**config.mk**
```make
export PLATFORM = sky130hd
export DESIGN_NAME = qs_srt_seq_ctrl_flat
export DESIGN_NICKNAME = d
export VERILOG_FILES = /design/src/rtl/qs_srt_pkg.sv /design/src/rtl/qs_srt_seq_ctrl_if.sv /design/src/rtl/qs_srt_seq_perf_cnt.sv /design/src/rtl/qs_srt_seq_ctrl.sv /design/src/flat_wrapper.sv
export SDC_FILE = /design/constraint.sdc
export NUM_CORES = 1
export LEC_CHECK = 0
export ABC_CLOCK_PERIOD_IN_PS = 3100
export CORE_UTILIZATION = 42
export CTS_BUF_LIST = sky130_fd_sc_hd__clkbuf_16
export DETAILED_ROUTE_END_ITERATION = 8
export GPL_TIMING_DRIVEN = 0
export PLACE_DENSITY = 0.95
export SYNTH_ARGS = -nofsm -noshare
export SYNTH_HDL_FRONTEND = slang
export SYNTH_SLANG_ARGS = --single-unit
```
**constraint.sdc**
```tcl
create_clock -name clk -period 3.1 [get_ports clk]
set_input_delay 0.465 -clock clk [delete_from_list [all_inputs] [get_ports clk]]
set_output_delay 0.465 -clock clk [all_outputs]
set_load 0.005 [all_outputs]
```
**src/rtl/qs_srt_pkg.sv**
```systemverilog
// qs_srt_pkg: shared types for the SRT micro-engine sequencer (state encoding, decoded ucode).
package qs_srt_pkg;
  localparam int PC_W_DEF = 8;
  typedef enum logic [2:0] {
    S_IDLE  = 3'd0,
    S_FETCH = 3'd1,
    S_EXEC  = 3'd2,
    S_AWAIT = 3'd3,
    S_EMIT  = 3'd4,
    S_ERROR = 3'd5
  } seq_state_t;
  typedef struct packed {
    logic                invalid_inst;
    logic                is_jump;
    logic                is_call;
    logic                is_ret;
    logic                is_await;
    logic                is_emit;
    logic [3:0]          cc;
    logic [PC_W_DEF-1:0] target;
  } ucode_t;
endpackage

```
**src/rtl/qs_srt_seq_ctrl_if.sv**
```systemverilog
// qs_srt_seq_ctrl_if: host/imem/issue/event/emit signals of the sequencer.
// master = sequencer side, slave = host + instruction RAM + execute stage side.
interface qs_srt_seq_ctrl_if
  import qs_srt_pkg::*;
#(
  parameter int PC_W = PC_W_DEF
) ();
  logic            start_vld;
  logic [PC_W-1:0] start_pc;
  logic            start_rdy;
  logic            kill;
  logic            imem_en;
  logic [PC_W-1:0] imem_addr;
  ucode_t          ucode;
  logic            cc_pass;
  logic [PC_W-1:0] blink;
  logic            issue_vld;
  logic            issue_rdy;
  logic [PC_W-1:0] link_pc;
  logic            evt_vld;
  logic            emit_vld;
  logic            emit_rdy;
  logic            busy;
  logic            err;
  modport master (
    input  start_vld, start_pc, kill, ucode, cc_pass, blink, issue_rdy, evt_vld, emit_rdy,
    output start_rdy, imem_en, imem_addr, issue_vld, link_pc, emit_vld, busy, err
  );
  modport slave (
    output start_vld, start_pc, kill, ucode, cc_pass, blink, issue_rdy, evt_vld, emit_rdy,
    input  start_rdy, imem_en, imem_addr, issue_vld, link_pc, emit_vld, busy, err
  );
endinterface

```
**src/rtl/qs_srt_seq_perf_cnt.sv**
```systemverilog
// qs_srt_seq_perf_cnt: saturating up-counter with synchronous clear.
// Ports: clk, arst_n (async active-low), i_clr, i_inc, o_cnt[W].
module qs_srt_seq_perf_cnt #(
  parameter int W = 32
) (
  input  logic         clk,
  input  logic         arst_n,
  input  logic         i_clr,
  input  logic         i_inc,
  output logic [W-1:0] o_cnt
);
  logic [W-1:0] r_cnt;
  always_ff @(posedge clk or negedge arst_n)
    if (!arst_n) r_cnt <= '0;
    else if (i_clr) r_cnt <= '0;
    else if (i_inc && r_cnt != '1) r_cnt <= r_cnt + 1'b1;
  assign o_cnt = r_cnt;
endmodule

```
**src/rtl/qs_srt_seq_ctrl.sv**
```systemverilog
// qs_srt_seq_ctrl: SRT micro-engine instruction sequencer (PC, imem read, issue gating, jump/call/ret, AWAIT/EMIT).
// Ports: clk, arst_n (async active-low), bus (qs_srt_seq_ctrl_if.master: start/kill, imem read,
//   ucode/cc_pass/blink, issue handshake + link_pc, evt_vld, emit handshake, busy, err).
// Optional QS_SRT_SEQ_PERF_EN adds perf_retired/perf_stall saturating counters (CNT_W bits).
module qs_srt_seq_ctrl
  import qs_srt_pkg::*;
#(
  parameter int PC_W = PC_W_DEF
`ifdef QS_SRT_SEQ_PERF_EN
  , parameter int CNT_W = 32
`endif
) (
  input  logic clk,
  input  logic arst_n,
  qs_srt_seq_ctrl_if.master bus
`ifdef QS_SRT_SEQ_PERF_EN
  , output logic [CNT_W-1:0] perf_retired
  , output logic [CNT_W-1:0] perf_stall
`endif
);
  localparam logic [2:0] ST_IDLE  = S_IDLE;
  localparam logic [2:0] ST_FETCH = S_FETCH;
  localparam logic [2:0] ST_EXEC  = S_EXEC;
  localparam logic [2:0] ST_AWAIT = S_AWAIT;
  localparam logic [2:0] ST_EMIT  = S_EMIT;
  localparam logic [2:0] ST_ERROR = S_ERROR;
  logic [2:0]      r_state, w_nstate;
  logic [PC_W-1:0] r_pc, w_npc, w_pc_inc;
  logic            r_err, w_nerr;
  logic            w_taken;
  logic            w_unused;
  assign w_pc_inc = r_pc + 1'b1;
  assign w_taken  = bus.ucode.is_call | (bus.ucode.is_jump & bus.cc_pass);
  assign w_unused = ^bus.ucode.cc;
  always_comb begin
    w_nstate = r_state;
    w_npc    = r_pc;
    w_nerr   = r_err;
    case (r_state)
      ST_IDLE:
        if (bus.start_vld) begin
          w_nstate = ST_FETCH;
          w_npc    = bus.start_pc;
          w_nerr   = 1'b0;
        end
      ST_FETCH: w_nstate = ST_EXEC;
      ST_EXEC:
        if (bus.ucode.invalid_inst) begin
          w_nstate = ST_ERROR;
          w_nerr   = 1'b1;
        end else if (bus.issue_rdy) begin
          w_nstate = bus.ucode.is_await ? ST_AWAIT : bus.ucode.is_emit ? ST_EMIT : ST_FETCH;
          w_npc    = w_taken ? PC_W'(bus.ucode.target) : bus.ucode.is_ret ? bus.blink : w_pc_inc;
        end
      ST_AWAIT: w_nstate = bus.evt_vld ? ST_FETCH : ST_AWAIT;
      ST_EMIT:  w_nstate = bus.emit_rdy ? ST_FETCH : ST_EMIT;
      ST_ERROR: w_nstate = ST_ERROR;
      default:  w_nstate = ST_IDLE;
    endcase
    if (bus.kill) begin
      w_nstate = ST_IDLE;
      w_npc    = r_pc;
      w_nerr   = r_err;
    end
  end
  always_ff @(posedge clk or negedge arst_n)
    if (!arst_n) begin
      r_state <= ST_IDLE;
      r_pc    <= '0;
      r_err   <= 1'b0;
    end else begin
      r_state <= w_nstate;
      r_pc    <= w_npc;
      r_err   <= w_nerr;
    end
  // kill masks every request strobe combinationally so nothing leaves in the abort cycle
  assign bus.start_rdy = r_state == ST_IDLE;
  assign bus.imem_en   = r_state == ST_FETCH && !bus.kill;
  assign bus.imem_addr = bus.imem_en ? r_pc : '0;
  assign bus.issue_vld = r_state == ST_EXEC && !bus.ucode.invalid_inst && !bus.kill;
  assign bus.link_pc   = bus.issue_vld ? w_pc_inc : '0;
  assign bus.emit_vld  = r_state == ST_EMIT && !bus.kill;
  assign bus.busy      = r_state != ST_IDLE;
  assign bus.err       = r_err;
`ifdef QS_SRT_SEQ_PERF_EN
  logic w_start_acc, w_stall;
  assign w_start_acc = r_state == ST_IDLE && bus.start_vld && !bus.kill;
  assign w_stall     = (r_state == ST_EXEC && !bus.issue_rdy) || r_state == ST_AWAIT ||
                       (r_state == ST_EMIT && !bus.emit_rdy);
  qs_srt_seq_perf_cnt #(.W(CNT_W)) u_retired (
    .clk(clk), .arst_n(arst_n), .i_clr(w_start_acc),
    .i_inc(bus.issue_vld && bus.issue_rdy), .o_cnt(perf_retired)
  );
  qs_srt_seq_perf_cnt #(.W(CNT_W)) u_stall (
    .clk(clk), .arst_n(arst_n), .i_clr(w_start_acc),
    .i_inc(w_stall), .o_cnt(perf_stall)
  );
`endif
endmodule

```
**src/flat_wrapper.sv**
```systemverilog
// flat-port wrapper written by rule: the top's interface ports become plain ports
module qs_srt_seq_ctrl_flat import qs_srt_pkg::*;
#(
  parameter int PC_W = PC_W_DEF

)
  (clk, arst_n, bus_start_vld, bus_start_pc, bus_kill, bus_ucode, bus_cc_pass, bus_blink, bus_issue_rdy, bus_evt_vld, bus_emit_rdy, bus_start_rdy, bus_imem_en, bus_imem_addr, bus_issue_vld, bus_link_pc, bus_emit_vld, bus_busy, bus_err);
  qs_srt_seq_ctrl_if #(.PC_W(PC_W)) bus_i ();
  input  logic clk;
  input  logic arst_n;
  input wire logic [$bits(bus_i.start_vld)-1:0] bus_start_vld;
  input wire logic [$bits(bus_i.start_pc)-1:0] bus_start_pc;
  input wire logic [$bits(bus_i.kill)-1:0] bus_kill;
  input wire logic [$bits(bus_i.ucode)-1:0] bus_ucode;
  input wire logic [$bits(bus_i.cc_pass)-1:0] bus_cc_pass;
  input wire logic [$bits(bus_i.blink)-1:0] bus_blink;
  input wire logic [$bits(bus_i.issue_rdy)-1:0] bus_issue_rdy;
  input wire logic [$bits(bus_i.evt_vld)-1:0] bus_evt_vld;
  input wire logic [$bits(bus_i.emit_rdy)-1:0] bus_emit_rdy;
  output wire logic [$bits(bus_i.start_rdy)-1:0] bus_start_rdy;
  output wire logic [$bits(bus_i.imem_en)-1:0] bus_imem_en;
  output wire logic [$bits(bus_i.imem_addr)-1:0] bus_imem_addr;
  output wire logic [$bits(bus_i.issue_vld)-1:0] bus_issue_vld;
  output wire logic [$bits(bus_i.link_pc)-1:0] bus_link_pc;
  output wire logic [$bits(bus_i.emit_vld)-1:0] bus_emit_vld;
  output wire logic [$bits(bus_i.busy)-1:0] bus_busy;
  output wire logic [$bits(bus_i.err)-1:0] bus_err;
  assign bus_i.start_vld = bus_start_vld;
  assign bus_i.start_pc = bus_start_pc;
  assign bus_i.kill = bus_kill;
  assign bus_i.ucode = bus_ucode;
  assign bus_i.cc_pass = bus_cc_pass;
  assign bus_i.blink = bus_blink;
  assign bus_i.issue_rdy = bus_issue_rdy;
  assign bus_i.evt_vld = bus_evt_vld;
  assign bus_i.emit_rdy = bus_emit_rdy;
  assign bus_start_rdy = bus_i.start_rdy;
  assign bus_imem_en = bus_i.imem_en;
  assign bus_imem_addr = bus_i.imem_addr;
  assign bus_issue_vld = bus_i.issue_vld;
  assign bus_link_pc = bus_i.link_pc;
  assign bus_emit_vld = bus_i.emit_vld;
  assign bus_busy = bus_i.busy;
  assign bus_err = bus_i.err;
  qs_srt_seq_ctrl #(.PC_W(PC_W)) u_core (.clk(clk), .arst_n(arst_n), .bus(bus_i));
endmodule
```
# == Word-level counts from Yosys, hierarchy flattened ==
# Cells that the tools add are included.
# Widths: inputs -> output; s select.
# classes
n_addsub,1
n_eq_ne,11
mux,20
bitwise,3
reduce_logical,12
# ops
op,count
$mux 8,7
$mux 3,7
$pmux 3 s6,1
$pmux 8 s2,1
$add 8x1->8 const B,1
$ne 2x2->1 const B,4
$eq 3x2->1 const B,2
$eq 3x3->1 const B,2
$reduce_and 5->1,1
$logic_and 1x1->1,4
$ne 4x4->1 const B,1
$reduce_and 4->1,1
$eq 3x1->1 const B,1
$logic_not 3->1,1
$ne 3x3->1 const B,1
$reduce_bool 3->1,1
$logic_not 1->1,2
$mux 1,2
$mux 2,1
$pmux 1 s2,1
$reduce_and 2->1,1
$reduce_bool 2->1,1
$and 1x1->1,1
$not 1->1,1
$or 1x1->1,1
# word_totals
regBits,12
inputBits,42

# == Depth between registers and ports, before layout ==
# logic_depth
depth_word,6
ltp_mapped,6
ltp_nobuf,5

# == Least setup slack after synthesis ==
# Ideal clock, no wire load.
# synth_path
path_kind,register to output
start,reg u_core.r_state[0]
end,out bus_link_pc[5]
t_arrival_ns,1.603
setup_slack_ns,1.032
path_stages_with_launch,6
n_path_buf,2
cell_sequence,dfrtp_1 > buf_6 > or3b_2 > or3_1 > clkbuf_1 > a21oi_1
# synth_between
elab_chain_len,4
# synth_lines
item,line_no,text
"start, declared",qs_srt_seq_ctrl.sv:27,"logic [2:0] r_state, w_nstate;"
"start signal, assigned",qs_srt_seq_ctrl.sv:72,r_state <= w_nstate;
$eq 3x2->1,qs_srt_seq_ctrl.sv:80,assign bus.issue_vld = r_state == ST_EXEC && !bus.ucode.invalid_inst && !bus.kill;
$logic_and 1x1->1 (2 in a row),qs_srt_seq_ctrl.sv:80,
$mux 8,qs_srt_seq_ctrl.sv:81,assign bus.link_pc = bus.issue_vld ? w_pc_inc : '0;
"end, declared",flat_wrapper.sv:24,output wire logic [$bits(bus_i.link_pc)-1:0] bus_link_pc;
# Every way passes these cells.

# == Final worst setup path ==
# Ends and elaborated chain as after synthesis.

==> impl_metrics.json <==
{
  "gp_congestion": 0.867,
  "wl_per_cell_um": 14.8,
  "viasPerCell": 5.58,
  "maxCapViolations": 0,
  "synth_top_family_by_area": "simple AND/OR/NAND/NOR gates",
  "powerDensity_nw_per_um2": 461,
  "worstRegToRegCells": 5,
  "cts_hold_buf": 0,
  "cts.sinks": 12,
  "grt_max_degree": 13,
  "antenna_cells": 0,
  "grt_pass1_vias": 1265,
  "drive_gt1_share_pct": 6.51,
  "cp_max_fo": 9,
  "hpwlAfterDp_um": 2640,
  "fin_crit_ns": 2.96,
  "cts_tree": "built",
  "synth_fa_ha_area_share_pct": 1.07,
  "arrival_ns": 2.50,
  "chipWidth_um": 54.8,
  "synth_warnings": 0,
  "min_path_type": "flip-flop to flip-flop",
  "slew_headroom_pct": 57.9,
  "fin_setup_tns_ns": 0,
  "clk_path_buf_depth": 2,
  "layout.area.seq_um2": 300,
  "critPathKind": "flip-flop to primary output",
  "final_util_pct": 72.8,
  "synth_top_area_cell": "dfrtp_1",
  "yosys.area_share.simple_pct": 31.2,
  "syn_inst": 153,
  "synth-edff-count": 0,
  "leakagePower_nw": 0.733,
  "regToRegStartpoint": "u_core.r_state[0]",
  "die_h_um": 54.8,
  "mostFrequentLayoutCells": "58 x clkdlybuf4s50_1, 14 x nor2_1, 12 x nand2_1, 12 x dfrtp_1, 10 x inv_1",
  "grt.total_usage_pct": 27.4,
  "final_common_cell": "clkdlybuf4s50_1",
  "final_cell_count_no_fill": 245,
  "rows": 18,
  "worst_r2r_endpoint": "u_core.r_state[1]",
  "worst-slew-pin-transition_ns": 0.628,
  "drc": 0,
  "synth_top_area_share_pct": 25.6,
  "rrSetupSlack_ns": 1.18,
  "holdWs_ns": 0.499,
  "ioPinCount": 64,
  "cts_made_buffers": 3,
  "ys_async_sr_fraction_pct": 100,
  "outcome": "finished, final reports clean",
  "yosysSeqAreaShare_pct": 25.6,
  "fmax_mhz": 337,
  "syn_to_final_growth_pct": 59.4,
  "port_buffers": 58,
  "cp-start-kind": "flip-flop",
  "h-tree-depth": 1,
  "fin_skew_ns": 0.00239,
  "fp.dieArea_um2": 3010,
  "vias": 1368,
  "worstSetupStartpoint": "u_core.r_state[0]",
  "dp_slack_ns": 0.418,
  "ys_types": 44,
  "synth-seq-cells": 12,
  "worstSetupEndpoint": "bus_link_pc[5]",
  "synth_area_leaders": "dfrtp_1 26%, mux2i_1 5.1%, nor2_1 4.5%, a21oi_1 3.8%, nor3_1 3.8%",
  "multi_input_area_um2": 781,
  "dr.pass1.iters": 4,
  "syn_area_um2": 1170,
  "synth.net_count": 196,
  "antenna_found_initial": 0,
  "post_cts_resize_count": 0,
  "grt-ovfl-total": 0,
  "path_clk_slew_ns": 0.05,
  "rsz0062_at_grt": "no",
  "muxShareOfSynthArea_pct": 5.12,
  "clock_latency_ns": 0.25,
  "dpl_cell_area_um2": 1790,
  "core_area_um2": 2570,
  "post-route-period-util_pct": 95.6,
  "slew_viol_final": 0,
  "fin_ws_ns": 0.137,
  "ant_nets": 0,
  "grt_pass1_wl_um": 5640,
  "synthXorXnorAreaFrac_pct": 3.74,
  "start_util_pct": 45.7,
  "synth_compound_gate_area_share_pct": 25.5,
  "synthFlopType": "dfrtp_1",
  "crit_required_ns": 2.63,
  "setup_violations": 0,
  "nNetsFinal": 259,
  "fillCellCount": 199,
  "initialDrtViolationCount": 38,
  "postLayoutCellArea_um2": 1870,
  "end_kind": "primary output",
  "p_total_mw": 0.861,
  "dp.cells": 241,
  "syn_area_per_cell_um2": 7.66,
  "ir_drop_uv": 397,
  "clockRootBuffer": "clkbuf_16",
  "cts_setup_buffers": 0,
  "drt-total-wl_um": 3630,
  "hold_viol_final": 0
}
## sequential cells by signal, summed over array words and instances, names as in the netlist
signal	cells
u_core.r_state	3
u_core.bus.err	1
u_core.r_pc	8
## critical path: stages, from the launching register on
cell and delay (ns):
dfrtp_1 0.36, buf_6 0.13, or3b_2 0.50, or3_1 0.32, clkbuf_1 0.24, a21oi_1 0.18
clkdlybuf4s50_1 0.51
## synth_stat cells, types with 2 or more instances
cell / n
o2bb2ai_1: 2
and4_1: 2
o21ai_0: 9
inv_1: 10
xnor2_1: 4
and2_1: 6
nand2b_1: 5
nand2_1: 12
a21oi_1: 9
buf_6: 2
nor2_1: 14
o211ai_1: 5
and3_1: 2
mux2i_1: 6
o21a_1: 2
clkbuf_1: 5
nand3_1: 5
a31oi_1: 4
nor3_1: 9
a21o_1: 3
or3_1: 3
dfrtp_1: 12
## per-layer routing
metal / GRT usage, % / wire length, µm / vias up
met5: 0 / 0 / -
met4: 11.5 / 75 / 0
met3: 3.61 / 270 / 9
met2: 47.8 / 1800 / 60
met1: 33.2 / 1490 / 619
li1: - / - / 680
## worst min path at each step
| stage | from | to | slack [ns] | depth (start not counted) |
|---|---|---|---|---|
| floorplan | arst_n | u_core.bus.err | 0.17 | 0 |
| global placement | u_core.bus.err | u_core.bus.err | 0.49 | 1 |
| detailed placement | u_core.bus.err | u_core.bus.err | 0.49 | 1 |
| CTS | u_core.bus.err | u_core.bus.err | 0.50 | 1 |
| global route | u_core.bus.err | u_core.bus.err | 0.53 | 1 |
| finish | u_core.bus.err | u_core.bus.err | 0.50 | 1 |
## logic make-up (layout without fill, tap and decap cells)
kind of cell,after synthesis,in the layout
xor+xnor,5,5
buf+inv,19,81
mux,6,6
simple gates,67,67
compound gates,43,43
fa+ha+maj,1,1
flops,12,12
## cell type report
type	count	share of cell area, %
Buffer	9	2.88
Clock buffer	3	4.02
Timing Repair Buffer	58	31.1
Tap cell	30	2.01
Inverter	10	2.01
Sequential cell	12	16.1
Multi-Input combinational cell	122	41.8
Clock inverter	1	0.201
## power breakdown
| part | total, mW | switching (mW) | leakage [nW] | internal (mW) |
|---|---|---|---|---|
| logic | 0.360 | 0.173 | 0.548 | 0.188 |
| registers | 0.256 | 0.0562 | 0.147 | 0.200 |
| clock network | 0.245 | 0.0747 | 0.0385 | 0.170 |
| total | 0.861 | 0.304 | 0.733 | 0.558 |
Note: power is estimated with default switching activity, not from simulation.
